--- config.mk ---
export PLATFORM = sky130hd
export DESIGN_NAME = alarm_watch_p
export DESIGN_NICKNAME = d
export VERILOG_FILES = /design/src/rtl/alarm_watch_p.sv
export SDC_FILE = /design/constraint.sdc
export NUM_CORES = 1
export LEC_CHECK = 0
export ABC_AREA = 1
export ABC_CLOCK_PERIOD_IN_PS = 5610
export CELL_PAD_IN_SITES_DETAIL_PLACEMENT = 1
export CELL_PAD_IN_SITES_GLOBAL_PLACEMENT = 2
export CORE_UTILIZATION = 35
export DETAILED_ROUTE_END_ITERATION = 6
export HOLD_SLACK_MARGIN = 0.02
export PLACE_DENSITY = 0.9
export REMOVE_ABC_BUFFERS = 1
export SKIP_LAST_GASP = 1
export SLEW_MARGIN = 20
export SYNTH_ARGS = -nofsm -noshare
export SYNTH_HDL_FRONTEND = slang
export SYNTH_SLANG_ARGS = --single-unit
--- constraint.sdc ---
create_clock -name clk -period 5.61 [get_ports clk]
set_input_delay 0.561 -clock clk [delete_from_list [all_inputs] [get_ports clk]]
set_output_delay 0.561 -clock clk [all_outputs]
set_load 0.02 [all_outputs]
--- src/rtl/alarm_watch_p.sv ---
// alarm_watch_p: 24-hour HH:MM:SS watch with set modes, an HH:MM alarm,
// a fixed-length ring and snooze. User buttons are one-cycle pulses that
// have already been debounced. Only one button acts per cycle, in the order
// mode > sel > inc > dec.
//
// Handshake note: there is no valid/ready traffic here. Every button input is
// a single-cycle strobe sampled on the rising clk edge, and alarm_en is a level.
module alarm_watch_p #(
  parameter int TICK_DIV   = 4,
  parameter int ALARM_LEN  = 10,
  parameter int SNOOZE_MIN = 5
) (
  input  logic       clk,
  input  logic       rst,
  input  logic       mode,
  input  logic       sel,
  input  logic       inc,
  input  logic       dec,
  input  logic       alarm_en,
  input  logic       snooze,
  output logic [4:0] hrs,
  output logic [5:0] mins,
  output logic [5:0] sec,
  output logic [4:0] al_hrs,
  output logic [5:0] al_mins,
  output logic [2:0] state,
  output logic       alarm
);

  localparam int            PW        = $clog2(TICK_DIV);
  localparam logic [PW-1:0] PRESC_MAX = PW'(TICK_DIV - 1);
  localparam logic [5:0]    RING_LEN  = 6'(ALARM_LEN);
  localparam logic [6:0]    SNZ_ADD   = 7'(SNOOZE_MIN);

  typedef enum logic [2:0] {
    RUN   = 3'd0,
    SET_H = 3'd1,
    SET_M = 3'd2,
    SET_S = 3'd3,
    AL_H  = 3'd4,
    AL_M  = 3'd5
  } state_e;

  state_e        state_q, state_d;
  logic [PW-1:0] presc_q, presc_d;
  logic          tick_q;
  logic [4:0]    hrs_q, hrs_d;
  logic [5:0]    mins_q, mins_d;
  logic [5:0]    sec_q, sec_d;
  logic [4:0]    al_hrs_q, al_hrs_d;
  logic [5:0]    al_mins_q, al_mins_d;
  logic [4:0]    snz_h_q, snz_h_d;
  logic [5:0]    snz_m_q, snz_m_d;
  logic          snz_pend_q, snz_pend_d;
  logic [5:0]    ring_cnt_q, ring_cnt_d;
  logic          alarm_q, alarm_d;

  logic       act_inc, act_dec;
  logic       run_now, run_next, tick;
  logic       at_alarm, at_snooze, trig;
  logic [6:0] snz_sum;

  // Modular +1/-1 over 0..max_v, used for every edited field.
  function automatic logic [5:0] step_mod(input logic [5:0] v, input logic [5:0] max_v,
                                          input logic up);
    if (up) return (v == max_v) ? 6'd0 : v + 6'd1;
    else    return (v == 6'd0) ? max_v : v - 6'd1;
  endfunction

  // Button arbitration and mode/field navigation; stray encodings fall back to RUN.
  always_comb begin
    state_d = state_q;
    act_inc = !mode && !sel && inc;
    act_dec = !mode && !sel && !inc && dec;
    if (mode) begin
      case (state_q)
        RUN:                 state_d = SET_H;
        SET_H, SET_M, SET_S: state_d = AL_H;
        default:             state_d = RUN;
      endcase
    end else if (sel) begin
      case (state_q)
        SET_H:   state_d = SET_M;
        SET_M:   state_d = SET_S;
        SET_S:   state_d = SET_H;
        AL_H:    state_d = AL_M;
        AL_M:    state_d = AL_H;
        default: state_d = RUN;
      endcase
    end else begin
      case (state_q)
        RUN, SET_H, SET_M, SET_S, AL_H, AL_M: state_d = state_q;
        default:                              state_d = RUN;
      endcase
    end
  end

  // Seconds prescaler: runs in RUN and alarm-edit modes, parked at 0 while setting time.
  always_comb begin
    run_now  = (state_q == RUN) || (state_q == AL_H) || (state_q == AL_M);
    run_next = (state_d == RUN) || (state_d == AL_H) || (state_d == AL_M);
    tick     = run_now && (presc_q == PRESC_MAX);
    presc_d  = '0;
    if (run_now && run_next && !tick) presc_d = presc_q + PW'(1);
  end

  // Timekeeping with carries on tick; field edits (no carry) only on non-tick cycles.
  always_comb begin
    hrs_d     = hrs_q;
    mins_d    = mins_q;
    sec_d     = sec_q;
    al_hrs_d  = al_hrs_q;
    al_mins_d = al_mins_q;
    if (tick) begin
      if (sec_q == 6'd59) begin
        sec_d = 6'd0;
        if (mins_q == 6'd59) begin
          mins_d = 6'd0;
          hrs_d  = (hrs_q == 5'd23) ? 5'd0 : hrs_q + 5'd1;
        end else begin
          mins_d = mins_q + 6'd1;
        end
      end else begin
        sec_d = sec_q + 6'd1;
      end
    end else if (act_inc || act_dec) begin
      case (state_q)
        SET_H:   hrs_d     = 5'(step_mod({1'b0, hrs_q}, 6'd23, act_inc));
        SET_M:   mins_d    = step_mod(mins_q, 6'd59, act_inc);
        SET_S:   sec_d     = step_mod(sec_q, 6'd59, act_inc);
        AL_H:    al_hrs_d  = 5'(step_mod({1'b0, al_hrs_q}, 6'd23, act_inc));
        AL_M:    al_mins_d = step_mod(al_mins_q, 6'd59, act_inc);
        default: ;
      endcase
    end
  end

  // Ring control: cancel beats trigger, trigger beats snooze, snooze beats countdown.
  always_comb begin
    ring_cnt_d = ring_cnt_q;
    snz_pend_d = snz_pend_q;
    snz_h_d    = snz_h_q;
    snz_m_d    = snz_m_q;
    snz_sum    = {1'b0, mins_q} + SNZ_ADD;
    at_alarm   = (hrs_q == al_hrs_q) && (mins_q == al_mins_q);
    at_snooze  = snz_pend_q && (hrs_q == snz_h_q) && (mins_q == snz_m_q);
    trig       = tick_q && (state_q == RUN) && alarm_en && (sec_q == 6'd0) &&
                 (at_alarm || at_snooze);
    if (!alarm_en || (state_q != RUN)) begin
      ring_cnt_d = 6'd0;
      snz_pend_d = 1'b0;
    end else if (trig) begin
      ring_cnt_d = RING_LEN;
      snz_pend_d = 1'b0;
    end else if (snooze && alarm_q) begin
      ring_cnt_d = 6'd0;
      snz_pend_d = 1'b1;
      if (snz_sum >= 7'd60) begin
        snz_m_d = 6'(snz_sum - 7'd60);
        snz_h_d = (hrs_q == 5'd23) ? 5'd0 : hrs_q + 5'd1;
      end else begin
        snz_m_d = snz_sum[5:0];
        snz_h_d = hrs_q;
      end
    end else if (tick && (ring_cnt_q != 6'd0)) begin
      ring_cnt_d = ring_cnt_q - 6'd1;
    end
    alarm_d = (ring_cnt_d != 6'd0);
  end

  // State registers with asynchronous active-high reset.
  always_ff @(posedge clk or posedge rst) begin
    if (rst) begin
      state_q    <= RUN;
      presc_q    <= '0;
      tick_q     <= 1'b0;
      hrs_q      <= 5'd0;
      mins_q     <= 6'd0;
      sec_q      <= 6'd0;
      al_hrs_q   <= 5'd0;
      al_mins_q  <= 6'd0;
      snz_h_q    <= 5'd0;
      snz_m_q    <= 6'd0;
      snz_pend_q <= 1'b0;
      ring_cnt_q <= 6'd0;
      alarm_q    <= 1'b0;
    end else begin
      state_q    <= state_d;
      presc_q    <= presc_d;
      tick_q     <= tick;
      hrs_q      <= hrs_d;
      mins_q     <= mins_d;
      sec_q      <= sec_d;
      al_hrs_q   <= al_hrs_d;
      al_mins_q  <= al_mins_d;
      snz_h_q    <= snz_h_d;
      snz_m_q    <= snz_m_d;
      snz_pend_q <= snz_pend_d;
      ring_cnt_q <= ring_cnt_d;
      alarm_q    <= alarm_d;
    end
  end

  assign hrs     = hrs_q;
  assign mins    = mins_q;
  assign sec     = sec_q;
  assign al_hrs  = al_hrs_q;
  assign al_mins = al_mins_q;
  assign state   = state_q;
  assign alarm   = alarm_q;

endmodule
After elaboration in Yosys (flattened, before gate mapping)
Cells that the tools add are included.

storage, ports and cells
  logic and storage cells = 145
  output and inout bits = 32
  input port bits = 8
  flip-flop bits (word level) = 53

cells by class
  multiplexer cells = 43
  magnitude comparators = 1
  bitwise logic cells = 3
  equality and inequality tests = 19
  add/subtract/negate cells = 15
  reduce and logical (&&, ||, !) cells = 51

operators with widths
  kind                                                               count
  2-to-1 mux 6 bit                                                   21
  2-to-1 mux 5 bit                                                   13
  subtractor 6 x 1 -> 6 bit, second input constant                   4
  adder 6 x 1 -> 6 bit, second input constant                        3
  equality test 6 bit, second input constant                         3
  logical NOT 6 bit                                                  3
  logical AND 1 bit                                                  16
  adder 5 x 1 -> 5 bit, second input constant                        3
  one-hot mux 3 bit (5 select lines)                                 1
  equality test 3 bit, second input constant                         4
  equality test 6 bit                                                2
  AND reduction 3 bit                                                4
  nonzero test 6 bit                                                 2
  equality test 5 bit                                                2
  equality test 5 bit, second input constant                         2
  logical NOT 5 bit                                                  2
  subtractor 5 x 1 -> 5 bit, second input constant                   2
  2-to-1 mux 3 bit                                                   3
  nonzero test 2 bit                                                 4
  adder 6 x 3 -> 7 bit, second input constant                        1
  greater-or-equal comparator 7 x 6 -> 1 bit, second input constant  1
  logical OR 1 bit                                                   7
  equality test 3 x 2 -> 1 bit, second input constant                2
  logical NOT 3 bit                                                  2
  15 further kinds                                                   25

Depth between registers and ports, before layout
Gate-level depths: netlist (run 1).

  depth after elaboration = 11
  depth in mapped cells = 15
  mapped depth without buffers = 14

Worst setup path after synthesis (run 1)
No wires, ideal clock.

  path kind = flip-flop to flip-flop
  start = register mins_q[0] (netlist: mins[0])
  end = register snz_h_q[4]
  library setup time = 0.117 ns
  stages on the path, launching flop included = 15
  required time = 5.493 ns
  clock period less this slack = 2.005 ns
  path slack = 3.605 ns
  path buffers = 1
  data arrival time = 1.889 ns
  cells stage by stage = dfrtp_1 > ha_1 > inv_1 > nor2_2 > nor2_4 > ha_1 > nand2_1 > nor2_1 > nand2_2 > nand3_4 > buf_6 > nand2_1 > o21ai_1 > nand2_1 > nand2_1

on the way
  cells in the longest elaborated chain, start to end = 6
  elaborated cells on any way between the ends = 11
  those cells by class = add/sub: 1; order compare: 1; eq/ne: 2; mux: 1; bitwise: 1; reduce/logical: 5

ends and longest elaborated chain
  item                                                          line  source
  start, declared                                               48    logic [5:0] mins_q, mins_d;
  start signal, assigned                                        192   mins_q <= mins_d;
  branches (longest 6 deep; another with adder 6 x 3 -> 7 bit)  -
  end signal, assigned                                          196   snz_h_q <= snz_h_d;
  end, declared                                                 52    logic [4:0] snz_h_q, snz_h_d;

Several ways; the timed one is not identified.
A chain may end at the register's enable or synchronous reset.

Worst setup path in the final report (run 1)
  start = register mins_q[2] (netlist: mins[2])
  end = output port mins[2]

RTL lines
  item           line  source
  end, declared  22    output logic [5:0] mins,

No word-level cell between the ends.

==> metrics.txt, run 1 <==
outcome=finished with violations; failing checks=design-rule violations; CP Cell Sequence=clkdlybuf4s50_1; Finish-stage setup viols=0; chip width=~110 µm; Final period util=40.5%; CTS buffer count=5; setup TNS=0 ns; CTS root buf=clkbuf_16; postcts setup bufs=0; initial antenna violation count=0; commonest non-fill, non-tap cell in the layout=nand2_1; Worst Hold Slack=around 0.43 ns; CP endpoint kind=output port; Post-Syn Area=roughly 4200 µm²; Max H-tree Level=2; clk buf depth=2; PortBufs=39; Placed Area=between 4000 and 5000 µm²; initial drt markers=between 200 and 250; num ports=40; Netlist cell types=41; Ys Warns=0; die area=approximately 13000 µm²; core area=roughly 12000 µm²; WP data required=5.05 ns; wire per inst=between 15 and 20 µm; final design instance area without fill=~4800 µm²; crit path max fanout=10; most frequent cells in the layout=171 x nand2_1, 78 x inv_1, 56 x nor2_1; M2 GR Usage=around 35%; Yosys top cell by area=dfrtp_1; initial core utilization=36.5%; Hold WC Path Type=flip-flop to flip-flop; GRT met3 Usage=under 10%; Post-Syn Area per Cell=between 7 and 8 µm²; Post-DRT Antenna Nets=0; min cycle time layout=between 2 and 2.5 ns; Final Power=approximately 2.6 mW; Crit-path slowest cell=clkdlybuf4s50_1; final core occ=between 40% and 50%; Max-Slew Margin vs Limit=between 50% and 60%; vias in the first global route=4171; Final nets=roughly 670; IR drop worst, VDD=~190 µV; post-synthesis sequential area ratio=~31%; DRT Pass-1 Iters=6; Total Routing Usage GR=roughly a fifth; critical path arrival=around 1.7 ns; Clock transition at path regs=~0.070 ns; largest cells by area after synthesis=dfrtp_1 31%, nand2_1 15%, inv_1 7.0%, ha_1 5.3%, nor2_1 5.0%; Cell Pwr Density=532 nW/µm²; vias per inst=approximately 5; Top delay family on crit path=buffers and inverters; Vias=around 4000; Antenna diodes=0; Buf/Inv on CP=1; WL final=12000 µm; Die Span Y=about 110 µm; final hold violations=0; Yosys top cell area share=roughly 31%; fmax=between 0.4 and 0.5 GHz; num rows=39; clk_lat worst skew=around 0.3 ns; Pleak=roughly 2.4 nW; #FFs+latches synth=53; first-pass GRT wire length=a little over 20000 µm; area grow syn2layout=14.3%; met1 Use GR=roughly 28%; clock skew=between 0.007 and 0.008 ns; Cells after Synth=about 610; gr busiest metal=met2; CTS Hold Buffers Added=0; fillers=1508; # resized after CTS=0; grt ovf=0; CTS tree=done; CTS sink cnt=53; Worst setup SP type=flip-flop; Final GP Congestion=~0.85; Worst-Margin Slew=0.717 ns; Crit Path Class=flip-flop to output port; slowest cell delay on critical path=a little over 0.7 ns; # DRC=3; RSZ-0062 raised after global routing=false; Detailed Place HPWL=9270 µm; ratio of cells with drive above 1 in the final layout=between 8 and 9%; pins over their slew limit=0; Max-Cap Viols=0; largest net degree at the start of global routing=between 50 and 60
## synthesized netlist by cell type, drive strengths merged
library cell,count
nor2,65
clkinv,1
nand3,35
nand2,184
nor3,6
nand4,9
a31oi,4
xnor2,7
inv,90
ha,18
o32ai,1
a21oi,16
a22oi,3
buf,13
xor2,24
o22ai,4
o21bai,1
o21a,2
clkbuf,1
o31ai,1
o21ai,55
dfrtp,53
o22a,1
o211ai,7
o221ai,4
## cell type report
class	count	area [µm²]	area share (%)
multi-input combinational	447	2450	50.4
sequential	53	1330	27.3
timing repair buffer	41	405	8.36
inverter	91	350	7.22
tap	143	179	3.69
clock buffer	7	143	2.94
## sequential cells by signal (all words and copies together), names as in the netlist, 2 cells and up
signal / count
ring_cnt_q: 6
mins: 6
state: 3
presc_q: 2
al_mins: 6
sec: 6
hrs: 5
snz_m_q: 6
snz_h_q: 5
al_hrs: 5
## stage by stage
step	instances	setup slack, ns
final	782	3.34
after global routing	782	3.17
after CTS	782	3.34
after detailed placement	775	3.06
after global placement	775	3.16
after floorplan	591	3.51
## cell families after synthesis
kind of cell,share of synthesized area (%)
DFF,31.3
buffers and inverters,11.1
adders and majority gates,5.31
and+or+nand+nor,31.7
AOI/OAI and AO/OA,13.9
xor gates and xnor gates,6.75
## worst register-to-register path: stages, from the launching register on
cell and delay (ns):
dfrtp_1 0.52, ha_1 0.33, inv_1 0.10, nor2_2 0.05
nor2_4 0.19, ha_1 0.19, nand2_1 0.05, nor2_1 0.13
nand2_2 0.09, nand3_4 0.17, nand2_1 0.07, o21ai_1 0.08
nand2_1 0.08, nand2_1 0.06
## metal layers
layer,wire length [µm],vias up
li1,-,1996
met1,5940,1948
met2,5650,45
met3,297,8
met4,119,0
met5,0,-
## power by group
group	total, mW	internal [mW]	leakage [nW]	switching [mW]
clock	0.324	0.176	0.0700	0.147
combinational	1.51	0.596	1.70	0.910
sequential	0.751	0.490	0.674	0.261
total	2.58	1.26	2.44	1.32
## worst paths after layout
kind | startpoint | to | slack (ns) | cells after the start
max | mins[2] | mins[2] | 3.34 | 1
min | presc_q[0] | presc_q[0] | 0.43 | 1
max reg2reg | mins[0] | snz_h_q[4] | 3.44 | 13
min reg2reg | presc_q[0] | presc_q[0] | 0.43 | 1
max in group asynchronous | rst | al_mins[2] | 4.36 | 3
min in group asynchronous | rst | alarm | 0.79 | 3
Power figures use the tool's default switching activity.
==> inputs of run 2 (changes only) <==
--- a/config.mk
+++ b/config.mk
@@ -6,13 +6,13 @@
 export NUM_CORES = 1
 export LEC_CHECK = 0
 export ABC_AREA = 1
-export ABC_CLOCK_PERIOD_IN_PS = 5610
+export ABC_CLOCK_PERIOD_IN_PS = 2000
 export CELL_PAD_IN_SITES_DETAIL_PLACEMENT = 1
 export CELL_PAD_IN_SITES_GLOBAL_PLACEMENT = 2
-export CORE_UTILIZATION = 35
+export CORE_UTILIZATION = 30
 export DETAILED_ROUTE_END_ITERATION = 6
 export HOLD_SLACK_MARGIN = 0.02
-export PLACE_DENSITY = 0.9
+export PLACE_DENSITY = 0.82
 export REMOVE_ABC_BUFFERS = 1
 export SKIP_LAST_GASP = 1
 export SLEW_MARGIN = 20
==> constraint.sdc (replaced) <==
create_clock -name clk -period 2 [get_ports clk]
set_input_delay 0.2 -clock clk [delete_from_list [all_inputs] [get_ports clk]]
set_output_delay 0.2 -clock clk [all_outputs]
set_load 0.02 [all_outputs]
==> run 2 against run 1 <==
The run still ends with design-rule violations left. Critical path type is now flip-flop to flip-flop. Routed wire length grew 5.3%. Global-route usage down 2.1 points. Cell area increased by 9.1%. Largest cell class unchanged. Register-to-register slack worse by 3.3 ns. Worst setup slack lost 3.2 ns.
==> metrics.txt, run 2 (synthesis gave the netlist of run 1 again) <==
CTS sink cnt=53; register area=1330 µm²; Max H-tree Level=2; Max-Slew Margin vs Limit=around 70%; fillers=about 1700; WL final=about 13000 µm; clk buf depth=2; R2R cell count=10; Final GP Congestion=0.836; Clock Power Share=14.3%; Placed Area=5010 µm²; Post-DRT Antenna Nets=0; Net Switching=about 3.9 mW; wire per inst=14.7 µm; Final nets=a little over 700; CTS Hold Buffers Added=0; vias per inst=around 4.9; initial antenna violation count=0; CP endpoint kind=flip-flop; DRT Pass-1 Iters=6; Final Power=around 8.0 mW; Hold WC Path Type=primary input to asynchronous set/reset pin; num ports=40; Worst setup SP type=flip-flop; IR drop worst, VDD=483 µV; Multi-input gate area=~2500 µm²; PortBufs=39; failing checks=design-rule violations; crit path max fanout=7; Max-Cap Viols=0; sw frac=about half; internal power=roughly 4.2 mW; final hold violations=0; commonest non-fill, non-tap cell in the layout=nand2_1; clock skew=about 0.0075 ns; Setup WS post-layout=0.142 ns; Cell Pwr Density=around 1500 nW/µm²; FF-to-FF Start=sec[0]; Total Routing Usage GR=18.4%; Pleak=~2.6 nW; Comb pwr share=62.2%; most frequent cells in the layout=171 x nand2_1, 75 x inv_1, 55 x nor2_1; Clock transition at path regs=roughly 0.08 ns; vias in the first global route=~4200; initial core utilization=a little over 30%; area grow syn2layout=24.7%; num rows=43; clk_lat worst skew=around 0.3 ns; Crit Path Class=flip-flop to flip-flop; die area=about 15000 µm²; outcome=finished with violations; Final period util=slightly above 90%; chip width=121 µm; Detailed Place HPWL=between 9000 and 10000 µm; min cycle time layout=approximately 1.9 ns; r2r endpoint=mins[1]; largest net degree at the start of global routing=54; Die Span Y=121 µm; Finish-stage setup viols=0; critical path arrival=2.04 ns; first-pass GRT wire length=roughly 21000 µm; slack of the worst reg-to-reg path=about 0.14 ns; ratio of cells with drive above 1 in the final layout=between 15 and 20%; Seq pwr share=between 20% and 30%; Vias=around 4200; core area=approximately 14000 µm²; initial drt markers=277; CTS root buf=clkbuf_16; Antenna diodes=0; Worst-Margin Slew=around 0.43 ns; CTS tree=done; CTS buffer count=5; # DRC=2; grt ovf=0; pins over their slew limit=0; final design instance area without fill=between 5000 and 6000 µm²; WP data required=roughly 2.2 ns; Setup Slack @ Placement=0.0145 ns; fmax=0.538 GHz
## run 2: how the worst max path moves through the flow
| stage | startpoint | endpoint | slack, ns | cells after the start |
|---|---|---|---|---|
| floorplan | state[2] | sec[3] | 0.01 | 6 |
| global placement | mins[2] | snz_h_q[4] | 0.08 | 13 |
| detailed placement | mins[2] | snz_h_q[4] | 0.01 | 13 |
| CTS | mins[1] | snz_h_q[3] | 0.04 | 13 |
| global route | mins[3] | snz_h_q[3] | -0.01 | 13 |
| finish | sec[0] | mins[1] | 0.14 | 10 |
## run 2: timing repair
item	CTS	global route
setup endpoints to repair	2	15
buffers inserted	0	6
gates resized for setup	1	13
pin swaps	0	3
gates cloned	0	0
## run 2: cell type report
class	count	area share (%)
Sequential cell	53	25.2
Timing Repair Buffer	80	13.4
Inverter	91	6.74
Clock inverter	3	1.23
Clock buffer	5	2.36
Tap cell	180	4.26
Multi-Input combinational cell	447	46.8
## run 2: metrics by stage
stage	hold WS (ns)	utilization, %	TNS (ns)	std cells
6_report	0.262	38.3	0	859
5_1_grt	0.309	38.3	-0.0178	859
4_1_cts	0.283	37.6	0	853
3_5_place_dp	0.436	36.3	0	845
3_3_place_gp	0.421	36.3	0	845
2_1_floorplan	0.328	-	0	591
## run 2: layer usage
layer	up-vias	part of all wire [%]	track usage (%)
met3	11	2.8	2.16
met2	49	47	30.4
met1	2044	49	25.5
met4	0	1.0	4.09
li1	2070	-	-
met5	-	0	0
## run 2: power groups by stage
stage	Clock, mW	Combinational [mW]	Sequential [mW]
after CTS	1.18	4.91	1.90
after detailed placement	0	4.87	1.91
after floorplan	0	2.59	2.26
after global placement	0	4.75	1.89
after global routing	1.20	5.57	1.96
final	1.15	5.00	1.90
## run 2: worst max-delay path, cell delays in order, from the launching register on
cell     delay, ns
dfrtp_1       0.39
buf_4         0.15
ha_1          0.24
nand4_1       0.15
inv_1         0.09
nand2_1       0.13
nand2_1       0.07
nand2_1       0.21
inv_2         0.12
o21ai_1       0.09
o22ai_1       0.08
